File: src/rtl/tpu_pkg.sv
// ============================================================================
// tpu_pkg : opcodes, host commands and sequencer states shared with tpuv1
// Rev 1.0
// ============================================================================
`default_nettype none

package tpu_pkg;

   typedef enum logic [2:0] {
      OP_NOP     = 3'd0,
      OP_WRITEA  = 3'd1,
      OP_WRITEB  = 3'd2,
      OP_WRITEC  = 3'd3,
      OP_MATMUL  = 3'd4,
      OP_READC   = 3'd5,
      OP_STEP    = 3'd6
   } opcode_e;

   typedef enum logic [1:0] {
      CMD_LOADA = 2'd0,
      CMD_LOADB = 2'd1,
      CMD_CLEAR = 2'd2,
      CMD_RUN   = 2'd3
   } cmd_op_e;

   typedef enum logic [2:0] {
      S_IDLE  = 3'd0,
      S_LOADA = 3'd1,
      S_LOADB = 3'd2,
      S_CLEAR = 3'd3,
      S_STEP  = 3'd4,
      S_DRAIN = 3'd5,
      S_DONE  = 3'd6
   } state_e;

   function automatic opcode_e state_opcode(input state_e s);
      opcode_e op;
      unique case (s)
         S_LOADA: op = OP_WRITEA;
         S_LOADB: op = OP_WRITEB;
         S_CLEAR: op = OP_WRITEC;
         S_STEP:  op = OP_STEP;
         S_DRAIN: op = OP_READC;
         default: op = OP_NOP;
      endcase
      return op;
   endfunction

endpackage

`default_nettype wire

File: src/rtl/tpu_rowhl_cnt.sv
// ============================================================================
// tpu_rowhl_cnt : (row, half) walker used by CLEAR writes and DRAIN beats
// Rev 1.0
// ============================================================================
`default_nettype none

module tpu_rowhl_cnt
   import tpu_pkg::*;
#(
   parameter int DIM  = 8,
   parameter int ROWW = 4
) (
   input  logic            clk,
   input  logic            rst_n,
   input  logic            i_clear,
   input  logic            i_advance,
   output logic [ROWW-1:0] o_row,
   output logic            o_hl,
   output logic            o_last
);

   logic [ROWW-1:0] r_row;
   logic            r_hl;

   // o_row/o_hl give the position after this cycle's clear/advance, so the
   // parent can register it straight onto tpu_idx/tpu_hl.
   assign o_last = (r_row == ROWW'(DIM - 1)) && r_hl;

   always_comb begin
      o_row = r_row;
      o_hl  = r_hl;
      if (i_clear || (i_advance && o_last)) begin
         o_row = '0;
         o_hl  = 1'b0;
      end else if (i_advance) begin
         if (r_hl) begin
            o_row = r_row + ROWW'(1);
            o_hl  = 1'b0;
         end else begin
            o_hl  = 1'b1;
         end
      end
   end

   always_ff @(posedge clk) begin
      if (!rst_n) begin
         r_row <= '0;
         r_hl  <= 1'b0;
      end else begin
         r_row <= o_row;
         r_hl  <= o_hl;
      end
   end

endmodule

`default_nettype wire

File: src/rtl/tpu_seq_ctrl.sv
// ============================================================================
// tpu_seq_ctrl : expands host commands into cycle-by-cycle tpuv1 opcodes
// Rev 1.0
// ============================================================================
`default_nettype none

module tpu_seq_ctrl
   import tpu_pkg::*;
#(
   parameter int DIM   = 8,
   parameter int STEPS = 3*DIM - 2,
   parameter int ROWW  = 4
) (
   input  logic            clk,
   input  logic            rst_n,
   input  logic            cmd_valid,
   output logic            cmd_ready,
   input  logic [1:0]      cmd_op,
   input  logic [ROWW-1:0] cmd_row,
   output logic [2:0]      tpu_opcode,
   output logic [ROWW-1:0] tpu_idx,
   output logic            tpu_hl,
   output logic            data_zero,
   output logic            res_valid,
   input  logic            res_ready,
   output logic [ROWW-1:0] res_row,
   output logic            res_hl,
   output logic            busy,
   output logic            done
);

   localparam int STEP_W = $clog2(STEPS + 1);

   state_e             r_state;
   state_e             w_state_nxt;
   logic [STEP_W-1:0]  r_step;
   logic               w_accept;
   logic               w_advance;
   logic [ROWW-1:0]    w_row_nxt;
   logic               w_hl_nxt;
   logic               w_last;
   logic [ROWW-1:0]    w_idx_nxt;
   logic               w_tpu_hl_nxt;

   logic               r_cmd_ready;
   logic [2:0]         r_opcode;
   logic [ROWW-1:0]    r_idx;
   logic               r_hl;
   logic               r_data_zero;
   logic               r_res_valid;
   logic [ROWW-1:0]    r_res_row;
   logic               r_res_hl;
   logic               r_busy;
   logic               r_done;

   assign w_accept  = (r_state == S_IDLE) && cmd_valid;
   assign w_advance = (r_state == S_CLEAR) || ((r_state == S_DRAIN) && res_ready);

   tpu_rowhl_cnt #(
      .DIM  (DIM),
      .ROWW (ROWW)
   ) u_rowhl (
      .clk       (clk),
      .rst_n     (rst_n),
      .i_clear   (w_accept),
      .i_advance (w_advance),
      .o_row     (w_row_nxt),
      .o_hl      (w_hl_nxt),
      .o_last    (w_last)
   );

   always_comb begin
      w_state_nxt = r_state;
      unique case (r_state)
         S_IDLE: begin
            if (cmd_valid) begin
               case (cmd_op_e'(cmd_op))
                  CMD_LOADA: w_state_nxt = S_LOADA;
                  CMD_LOADB: w_state_nxt = S_LOADB;
                  CMD_CLEAR: w_state_nxt = S_CLEAR;
                  CMD_RUN:   w_state_nxt = S_STEP;
               endcase
            end
         end
         S_LOADA, S_LOADB: w_state_nxt = S_IDLE;
         S_CLEAR: if (w_last) w_state_nxt = S_DONE;
         S_STEP:  if (r_step == STEP_W'(STEPS - 1)) w_state_nxt = S_DRAIN;
         S_DRAIN: if (res_ready && w_last) w_state_nxt = S_DONE;
         S_DONE:  w_state_nxt = S_IDLE;
         default: w_state_nxt = S_IDLE;
      endcase
   end

   // Output registers are loaded from the next state so every port is a flop.
   always_comb begin
      w_idx_nxt    = '0;
      w_tpu_hl_nxt = 1'b0;
      if (w_state_nxt == S_LOADA) begin
         w_idx_nxt = cmd_row;
      end else if ((w_state_nxt == S_CLEAR) || (w_state_nxt == S_DRAIN)) begin
         w_idx_nxt    = w_row_nxt;
         w_tpu_hl_nxt = w_hl_nxt;
      end
   end

   always_ff @(posedge clk) begin
      if (!rst_n) begin
         r_state     <= S_IDLE;
         r_step      <= '0;
         r_cmd_ready <= 1'b1;
         r_opcode    <= OP_NOP;
         r_idx       <= '0;
         r_hl        <= 1'b0;
         r_data_zero <= 1'b0;
         r_res_valid <= 1'b0;
         r_res_row   <= '0;
         r_res_hl    <= 1'b0;
         r_busy      <= 1'b0;
         r_done      <= 1'b0;
      end else begin
         r_state     <= w_state_nxt;
         r_step      <= ((r_state == S_STEP) && (w_state_nxt == S_STEP)) ?
                        r_step + STEP_W'(1) : '0;
         r_cmd_ready <= (w_state_nxt == S_IDLE);
         r_opcode    <= state_opcode(w_state_nxt);
         r_idx       <= w_idx_nxt;
         r_hl        <= w_tpu_hl_nxt;
         r_data_zero <= (w_state_nxt == S_CLEAR) || (w_state_nxt == S_STEP);
         r_res_valid <= (w_state_nxt == S_DRAIN);
         r_res_row   <= w_row_nxt;
         r_res_hl    <= w_hl_nxt;
         r_busy      <= (w_state_nxt != S_IDLE);
         r_done      <= (w_state_nxt == S_DONE);
      end
   end

   assign cmd_ready  = r_cmd_ready;
   assign tpu_opcode = r_opcode;
   assign tpu_idx    = r_idx;
   assign tpu_hl     = r_hl;
   assign data_zero  = r_data_zero;
   assign res_valid  = r_res_valid;
   assign res_row    = r_res_row;
   assign res_hl     = r_res_hl;
   assign busy       = r_busy;
   assign done       = r_done;

endmodule

`default_nettype wire

File: config.mk
export PLATFORM = sky130hd
export DESIGN_NAME = tpu_seq_ctrl
export DESIGN_NICKNAME = d
export VERILOG_FILES = /design/src/rtl/tpu_pkg.sv /design/src/rtl/tpu_rowhl_cnt.sv /design/src/rtl/tpu_seq_ctrl.sv
export SDC_FILE = /design/constraint.sdc
export NUM_CORES = 1
export LEC_CHECK = 0
export CAP_MARGIN = 20
export CELL_PAD_IN_SITES_DETAIL_PLACEMENT = 1
export CELL_PAD_IN_SITES_GLOBAL_PLACEMENT = 2
export CORE_MARGIN = 4
export CORE_UTILIZATION = 27
export CTS_BUF_LIST = sky130_fd_sc_hd__clkbuf_16
export DETAILED_ROUTE_END_ITERATION = 8
export PLACE_DENSITY = 0.82
export SLEW_MARGIN = 20
export SYNTH_ARGS = -nofsm -noshare
export SYNTH_HDL_FRONTEND = slang
export SYNTH_SLANG_ARGS = --single-unit
export TNS_END_PERCENT = 20
File: constraint.sdc
create_clock -name clk -period 1.72 [get_ports clk]
set_input_delay 0.258 -clock clk [delete_from_list [all_inputs] [get_ports clk]]
set_output_delay 0.258 -clock clk [all_outputs]
set_load 0.05 [all_outputs]
* After elaboration in Yosys (flattened, before gate mapping) *
Index checks and enable logic that the tools add are counted.

word-level totals
  register bits after elaboration = 26
  bits of input ports = 10
  logic and storage cells = 61

cells by class
  $add $sub $neg = 2
  equality and inequality tests = 14
  reduce and logical (&&, ||, !) cells = 16
  bitwise operators = 2
  multiplexer cells = 15

operators by type and width
  kind                                           count
  one-hot mux 3 bit (4 select lines)             2
  two-way mux 4 bit                              5
  == test 3 bit, second input constant           5
  one-hot mux 3 bit (5 select lines)             1
  two-way mux 3 bit                              4
  == test 3 x 2 -> 1 bit, second input constant  3
  logical AND 1 bit                              6
  zero test 3 bit                                2
  adder 5 x 1 -> 5 bit, second input constant    1
  == test 5 bit, second input constant           1
  adder 4 x 1 -> 4 bit, second input constant    1
  == test 2 bit, second input constant           2
  == test 4 x 3 -> 1 bit, second input constant  1
  logical OR 1 bit                               4
  == test 3 x 1 -> 1 bit, second input constant  1
  two-way mux 1 bit                              3
  nonzero test 3 bit                             1
  OR reduction 3 bit                             1
  == test 2 x 1 -> 1 bit, second input constant  1
  zero test 2 bit                                1
  NOT 1 bit                                      2
  AND reduction 2 bit                            1

* Logic depth before layout (Yosys ltp) *
Gate-level depths: netlist (run 1).

  word-level depth = 9
  gate-level depth with buffers = 7

* Hierarchy *
Synthesis (run 1) repeated with hierarchy kept, for this count alone.

unflattened totals
  cell total of the unflattened synthesis = 137
  area total of the unflattened synthesis = 1331.3 µm²

by module, submodules not included
  module         times used  cells an instance  sequential area each (µm²)  area an instance (µm²)
  tpu_seq_ctrl   1           105                520.5                       1073.5
  tpu_rowhl_cnt  1           32                 100.1                       257.7

* Least setup slack after synthesis (run 1) *
Ideal clock, no wire load.

  path type = reg2reg
  from = register res_row[0] (netlist name)
  to = register r_data_zero (netlist: data_zero)
  required time = 1.599 ns
  setup time = 0.121 ns
  path slack = -0.332 ns
  arrival = 1.931 ns
  clock period less this slack = 2.052 ns
  stages on the path, launching flop included = 6
  cells stage by stage = dfxtp_1 ha_1 and4b_4 a21oi_1 nor3_4 mux2_4

RTL lines
  element               line                 text
  to (signal assigned)  tpu_seq_ctrl.sv:128  r_data_zero <= (w_state_nxt == S_CLEAR) || (w_state_nxt == S_STEP);
  to (decl)             tpu_seq_ctrl.sv:49   logic r_data_zero;

==> results of run 1 <==
==> metrics by stage <==
| step | power (mW) | hold WS [ns] | std cells | util, % | setup WS, ns |
|---|---|---|---|---|---|
| 6_report | 1.42 | 0.477 | 225 | 41.1 | 0.0725 |
| 5_1_grt | 1.48 | 0.509 | 225 | 41.1 | -0.00518 |
| 4_1_cts | 1.43 | 0.482 | 222 | 40.4 | 0.00821 |
| 3_5_place_dp | 0.889 | 0.468 | 216 | 37.7 | -0.395 |
| 3_3_place_gp | 0.883 | 0.445 | 216 | 37.7 | -0.308 |
| 2_1_floorplan | 0.784 | 0.320 | 123 | - | 0.0417 |
==> layer usage <==
layer	part of all wire [%]	wire length [µm]
met1	43	1320
met2	52	1600
met3	4.8	150
met4	0.74	23
met5	0	0
==> placed cells by master, fill, tap and decap left out, drive strengths merged, types with 2 or more instances in the layout <==
| master | Yosys | routed |
|---|---|---|
| nor2 | 16 | 16 |
| clkbuf | 0 | 3 |
| nand3b | 2 | 2 |
| xnor2 | 2 | 2 |
| o21ai | 2 | 2 |
| o21a | 2 | 2 |
| and3 | 2 | 2 |
| nand4b | 2 | 2 |
| and4b | 2 | 2 |
| buf | 1 | 32 |
| a22oi | 2 | 2 |
| a21oi | 7 | 7 |
| and2 | 2 | 2 |
| clkdlybuf4s50 | 0 | 13 |
| nand2b | 3 | 3 |
| mux2 | 2 | 2 |
| inv | 7 | 8 |
| nor3b | 2 | 2 |
| xor2 | 3 | 3 |
| nand2 | 11 | 11 |
| nor3 | 4 | 4 |
| nand3 | 5 | 5 |
| a21o | 2 | 2 |
| ha | 6 | 6 |
| dfxtp | 26 | 26 |
==> what timing repair did <==
item / in CTS / in global routing
hold buffers: 0 / 0
gates resized for setup: 6 / 3
buffers inserted: 2 / 3
pin swaps: 1 / 1
setup endpoints to repair: 9 / 9
==> cell families after synthesis <==
group	count (synthesis)
XOR/XNOR	5
AO/OA/AOI/OAI	21
multiplexers	2
AND/OR/NAND/NOR	55
buffers and inverters	8
adder cells (fa/ha/maj)	6
flip-flops	26
==> layout make-up <==
| cell class | instances | area, µm² | area share (%) |
|---|---|---|---|
| clock buffer | 3 | 75.1 | 4.19 |
| clock inverter | 1 | 3.75 | 0.210 |
| inverter | 7 | 26.3 | 1.47 |
| multi-input combinational | 89 | 688 | 38.4 |
| sequential | 26 | 533 | 29.8 |
| tap | 52 | 65.1 | 3.63 |
| timing repair buffer | 47 | 399 | 22.3 |
==> worst max-delay path by stage <==
stage | slack (ns) | end | cells after the start
floorplan | 0.04 | data_zero | 5
global placement | -0.31 | data_zero | 8
detailed placement | -0.39 | data_zero | 8
CTS | 0.008 | data_zero | 9
global route | -0.005 | data_zero | 7
finish | 0.07 | data_zero | 6
==> flip-flops by register name, summed over array words and instances (netlist names) <==
name and count:
res_row 4, data_zero 1, tpu_opcode 3, tpu_hl 1, res_hl 1, res_valid 1
tpu_idx 4, r_state 3, r_step 5, done 1, busy 1, cmd_ready 1
==> worst max-delay path: cells and delay by family, from the launching register on <==
| family | cells | cell delay [ns] |
|---|---|---|
| AO/OA/AOI/OAI | 1 | 0.10 |
| AND/OR/NAND/NOR | 2 | 0.49 |
| flip-flops | 1 | 0.36 |
| buffers and inverters | 1 | 0.14 |
| adder cells (fa/ha/maj) | 1 | 0.15 |
| multiplexers | 1 | 0.29 |
==> power by group through the flow <==
stage	combinational, mW	clock (mW)	sequential (mW)
after floorplan	0.0856	0	0.698
after global placement	0.238	0	0.645
after detailed placement	0.243	0	0.646
after CTS	0.258	0.535	0.633
after global routing	0.283	0.564	0.636
final	0.261	0.526	0.633
==> flow_summary.yaml, run 1 <==
yosys:
  sequential_area_share_after_synthesis_pct: 43.0
  synth_top_family_by_area: "simple AND/OR/NAND/NOR gates"
  post_synth_mux_area_share_pct: 2.48
  netlist_area_um2: 1210
  yosys_register_bits: 26
  post-synth-top-count-cell: "sky130_fd_sc_hd__dfxtp_1"
  yosys_warning_total: 0
  postSynthCellCount: 123
  synth.top_cell.area_share_pct: 43.0
  synth_compound_gate_area_share_pct: 15.1
  ys_dominant_reg_cell: "sky130_fd_sc_hd__dfxtp_1"
  post_synth_adder_cell_area_pct: 6.20
  synth.distinct_cells: 41
  proportion_of_register_bits_with_asynchronous_set_or_reset_after_synthesis_pct: 0
  netlist_top_cells_count: "sky130_fd_sc_hd__dfxtp_1, sky130_fd_sc_hd__nor2_1, sky130_fd_sc_hd__nand2_1"
  netlist_top_cells_area: "sky130_fd_sc_hd__dfxtp_1, sky130_fd_sc_hd__ha_1, sky130_fd_sc_hd__nor2_1"
  synth_xor_area_share_pct: 3.62
  postSynthNetCount: 139
  synth_area_per_cell_um2: 9.84
  synth-simple-area-share_pct: 26.5
  synth_enable_flop_cells: 0
  synthDominantAreaCellType: "sky130_fd_sc_hd__dfxtp_1"
floorplanning:
  initial_utilization_pct: 27.8
  design.die.area_um2: 5620
  die_height_um: 74.9
  fp-row-count: 24
  die_w_um: 74.9
  num_io_pins: 28
  design.core.area_um2: 4350
worst_setup_path:
  timing.reg2reg.worst_path_depth: 6
  critPathKind: "register to register"
  worst_r2r_startpoint: "res_row[0]"
  crit-reg2reg-capture: "data_zero"
  crit_path_start: "res_row[0]"
  max_stage_delay_ns: 0.36
  crit_chain: "ha_4, and4b_4, o32ai_2, nor3_4, buf_6, mux2_4"
  data_required_time_of_the_worst_path_ns: 1.87
  timing.critical_path.from_type: "register"
  r2r_setup_slack_ns: 0.07
  crit_fanout: 6
  worst_setup_path_end_kind: "register"
  worstPathArrival_ns: 1.80
  cp_slowest_cell: "sky130_fd_sc_hd__dfxtp_4"
route:
  detailedRoute.firstPassIterationCount: 4
  via_count: 1061
  avgViaCountPerCell: 4.72
  ant_nets: 0
  detail_route.drc_violations: 0
  first_iter_violations: 24
  drt_wl_total_mm: 3.10
  route.detailed.wl_per_inst_um: 13.8
timing:
  final_report_hold_violation_count: 0
  timing.fmax_mhz: 607
  report.final.setup_viol: 0
  worst-slew-pin-transition_ns: 0.496
  slew_viol_final: 0
  clock_skew_ns: 0.00415
  final_min_period_over_clock_period_pct: 95.8
  rsz_0062_raised_after_global_routing: "true"
  totalNegativeSetupSlack_ns: 0
  slew-limit-headroom_pct: 66.8
  final.min_clock_period_ns: 1.65
pwr:
  netSwitchingFraction_pct: 25.9
  power.density_cell_area_nw_per_um2: 793
  internal_power_mw: 1.05
  max-vdd-ir-drop_mv: 0.429
  power.share.sequential_pct: 44.6
  switching_power_mw: 0.368
  power_leakage_nw: 0.775
  power_frac_comb_pct: 18.4
  clockPowerShare_pct: 37.0
min_path:
  kind_of_path_behind_the_tightest_hold_check: "register to register"
  timing.hold.worst_endpoint: "r_step[0]"
  source_of_the_worst_hold_timing_path: "r_step[0]"
  min_path_cells: 1
grt:
  groute.layer.met1.usage_pct: 12.7
  grt_start_max_net_pins: 15
  gr_ovfl_total: 0
  grtUsageMet2_pct: 22.1
  global_route.usage.met3_pct: 3.07
  globalRouteTotalUtil_pct: 11.7
  initial_antenna_violation_count: 0
  grt_pass1_wl_mm: 5.06
  grt_busiest_layer: "met2"
  grt_pass1_vias: 1112
place:
  dpl-instance-area_um2: 1640
  routabilityCongestion: 0.743
  hpwl_after_detailed_placement_mm: 2.45
  place.port_buffers: 27
clock_tree:
  clk_path_buf_depth: 2
  cts_root_buf: "sky130_fd_sc_hd__clkbuf_16"
  clock_insertion_delay_worst_skew_ns: 0.26
  tritoncts: "yes"
  clk_pin_slew_ns: 0.07
  cts_num_sinks: 26
  numCtsBuffers: 3
  htreeDepth: 1
status:
  status: "completed"
run:
  drv.max_cap_violation_count: 0
cells_and_area:
  post_route_cells_drive_above_1_share_pct: 35.8
  n_fill_cell: 496
  total_nets_final: 190
  area_growth_syn_to_layout_pct: 48.0
  antenna_cells: 0
  finish.instance_area_um2: 1790
(Power assumes the default switching activity.)
==> run 2, diff against run 1 <==
--- a/config.mk
+++ b/config.mk
@@ -5,14 +5,16 @@
 export SDC_FILE = /design/constraint.sdc
 export NUM_CORES = 1
 export LEC_CHECK = 0
+export ABC_AREA = 1
+export ABC_CLOCK_PERIOD_IN_PS = 1720
 export CAP_MARGIN = 20
 export CELL_PAD_IN_SITES_DETAIL_PLACEMENT = 1
 export CELL_PAD_IN_SITES_GLOBAL_PLACEMENT = 2
 export CORE_MARGIN = 4
-export CORE_UTILIZATION = 27
+export CORE_UTILIZATION = 24
 export CTS_BUF_LIST = sky130_fd_sc_hd__clkbuf_16
 export DETAILED_ROUTE_END_ITERATION = 8
-export PLACE_DENSITY = 0.82
+export PLACE_DENSITY = 0.8
 export SLEW_MARGIN = 20
 export SYNTH_ARGS = -nofsm -noshare
 export SYNTH_HDL_FRONTEND = slang
==> run 2 against run 1 <==
Against the previous run: critical path depth shrank 5; cell count up 23%; die area up 12%; sequential power hardly changed; fmax grew 1.8%; synthesized cell count up 31%; first-iteration DRC count is the same; sequential share of layout area decreased by 1.2 points; clock skew is 0.0024 ns lower; worst setup slack better by 0.030 ns; non-clock buffer count fell by 2; critical path type is now register to output port; critical endpoint is now tpu_idx[3].
==> flow_summary.yaml, run 2 <==
timing:
  slew-limit-headroom_pct: 66.9
  rsz_0062_raised_after_global_routing: "true"
  holdWs_ns: 0.469
  totalNegativeSetupSlack_ns: 0
  worst-slew-pin-transition_ns: 0.494
  timing.fmax_mhz: 618
  slew_viol_final: 0
  final_min_period_over_clock_period_pct: 94.1
  final.min_clock_period_ns: 1.62
  clock_skew_ns: 0.00175
  report.final.setup_viol: 0
  final_report_hold_violation_count: 0
pwr:
  netSwitchingFraction_pct: 26.4
  power_mw: 1.41
  clockPowerShare_pct: 36.5
  max-vdd-ir-drop_mv: 0.592
  power.share.sequential_pct: 44.8
  power_leakage_nw: 0.799
  internal_power_mw: 1.04
  power.density_cell_area_nw_per_um2: 766
  power_frac_comb_pct: 18.7
  switching_power_mw: 0.372
min_path:
  kind_of_path_behind_the_tightest_hold_check: "register to register"
  min_path_cells: 1
clock_tree:
  clk_pin_slew_ns: 0.06
  htreeDepth: 1
  postCtsSetupRepairBufs: 0
  post_cts_hold_buffer_count: 0
  numCtsBuffers: 3
  cts_num_sinks: 26
  cts_root_buf: "sky130_fd_sc_hd__clkbuf_16"
  tritoncts: "yes"
  clk_path_buf_depth: 2
  clock_insertion_delay_worst_skew_ns: 0.26
cells_and_area:
  max_flop_register: "r_step"
  layout.cells.most_common_list: "sky130_fd_sc_hd__nand2_1, sky130_fd_sc_hd__buf_4, sky130_fd_sc_hd__nor2_1, sky130_fd_sc_hd__dfxtp_1, sky130_fd_sc_hd__inv_1"
  area_occupied_by_multi_input_gates_um2: 693
  total_nets_final: 226
  n_fill_cell: 598
  mostFrequentLayoutCell: "sky130_fd_sc_hd__nand2_1"
  post_route_cells_drive_above_1_share_pct: 32.1
  largest_register_ff_count: 5
  regArea_um2: 526
  area_growth_syn_to_layout_pct: 50.9
  antenna_cells: 0
worst_setup_path:
  crit_cells: 1
  timing.critical_path.from_type: "register"
  crit_fanout: 1
  crit_chain: "clkdlybuf4s50_1"
  critPathKind: "register to output port"
  data_required_time_of_the_worst_path_ns: 1.46
  worst_r2r_startpoint: "res_row[1]"
  critical_path.n_buffers_inverters: 1
  crit-reg2reg-capture: "tpu_idx[3]"
  r2r_setup_slack_ns: 0.12
  worstPathArrival_ns: 1.36
  max_stage_delay_ns: 0.79
  crit_path_end: "tpu_idx[3]"
  timing.reg2reg.worst_path_depth: 11
  crit_path_start: "tpu_idx[3]"
  worst_setup_path_end_kind: "output port"
  cp_slowest_cell: "sky130_fd_sc_hd__clkdlybuf4s50_1"
  path_delay_family: "buffers and inverters"
yosys:
  yosys_warning_total: 0
  sequential_area_share_after_synthesis_pct: 42.7
  netlist_top_cells_count: "sky130_fd_sc_hd__nand2_1, sky130_fd_sc_hd__nor2_1, sky130_fd_sc_hd__dfxtp_1"
  synth_area_per_cell_um2: 7.57
  netlist_top_cells_area: "sky130_fd_sc_hd__dfxtp_1, sky130_fd_sc_hd__nand2_1, sky130_fd_sc_hd__nor2_1"
  postSynthCellCount: 161
  synth.distinct_cells: 26
  proportion_of_register_bits_with_asynchronous_set_or_reset_after_synthesis_pct: 0
  postSynthNetCount: 177
  ys_dominant_reg_cell: "sky130_fd_sc_hd__dfxtp_1"
  netlist_area_um2: 1220
  yosys_register_bits: 26
  synth.top_cell.area_share_pct: 42.7
  post-synth-top-count-cell: "sky130_fd_sc_hd__nand2_1"
  synth_enable_flop_cells: 0
  synthDominantAreaCellType: "sky130_fd_sc_hd__dfxtp_1"
route:
  via_count: 1159
  detail_route.drc_violations: 0
  detailedRoute.firstPassIterationCount: 3
  route.detailed.wl_per_inst_um: 11.0
  avgViaCountPerCell: 4.20
  first_iter_violations: 24
  ant_nets: 0
  drt_wl_total_mm: 3.04
place:
  routabilityCongestion: 0.741
  hpwl_after_detailed_placement_mm: 2.49
  place.port_buffers: 27
grt:
  globalRouteTotalUtil_pct: 10.3
  initial_antenna_violation_count: 0
  grt_pass1_vias: 1183
  grt_start_max_net_pins: 15
  gr_ovfl_total: 0
  grt_pass1_wl_mm: 5.18
floorplanning:
  die_w_um: 79.3
  fp-row-count: 25
  initial_utilization_pct: 25.3
  num_io_pins: 28
  die_height_um: 79.3
  design.core.area_um2: 4820
  design.die.area_um2: 6280
run:
  drv.max_cap_violation_count: 0
status:
  status: "completed"
==> run 2: area by class of cell <==
class	instances	share of cell area, %
Inverter	20	4.08
Multi-Input combinational cell	114	37.7
Tap cell	67	4.56
Clock inverter	1	0.204
Timing Repair Buffer	45	20.8
Sequential cell	26	28.6
Clock buffer	3	4.08
==> run 2: metal layers <==
metal  up-vias  share of wire [%]  GRT usage, %
li1        598                  -             -
met2        16                 53          18.6
met5         -                  0             0
met1       543                 42          12.0
met4         0               0.49          2.58
met3         2                4.4          2.83
==> run 2: power groups by stage <==
stage	clock [mW]	sequential (mW)	combinational, mW
5_1_grt	0.558	0.633	0.287
4_1_cts	0.528	0.633	0.251
2_1_floorplan	0	0.704	0.0801
6_report	0.515	0.631	0.263
3_3_place_gp	0	0.647	0.242
3_5_place_dp	0	0.647	0.244
==> run 2: worst min-delay path by stage <==
stage | startpoint | slack [ns] | endpoint
2_1_floorplan | rst_n | 0.38 | tpu_hl
3_3_place_gp | r_step[0] | 0.45 | r_step[0]
3_5_place_dp | r_step[0] | 0.46 | r_step[0]
4_1_cts | r_step[0] | 0.47 | r_step[0]
5_1_grt | r_step[0] | 0.51 | r_step[0]
6_report | r_step[0] | 0.47 | r_step[0]
==> run 2: cell families after synthesis <==
| group | synth area share (%) |
|---|---|
| buf+inv | 6.47 |
| xor+xnor | 2.16 |
| mux | 0.821 |
| fa+ha+maj | 6.16 |
| simple gates | 36.3 |
| flops | 42.7 |
| compound gates | 5.34 |
==> run 2: what timing repair did <==
item / 4_1_cts / 5_1_grt
pin swaps: 2 / 9
setup endpoints to repair: 5 / 15
endpoints found under the hold margin: 0 / 0
cloned: 0 / 0
gates resized for setup: 4 / 19
==> run 2: per-stage QoR <==
stage | area (µm²) | worst slack [ns] | instances | utilization [%]
finish | 1840 | 0.102 | 276 | 38.2
global placement | 1680 | -0.312 | 272 | 34.9
CTS | 1770 | 0.00264 | 276 | 36.8
detailed placement | 1680 | -0.378 | 272 | 34.9
global route | 1840 | -0.0711 | 276 | 38.2
floorplan | 1220 | 0.0423 | 161 | -
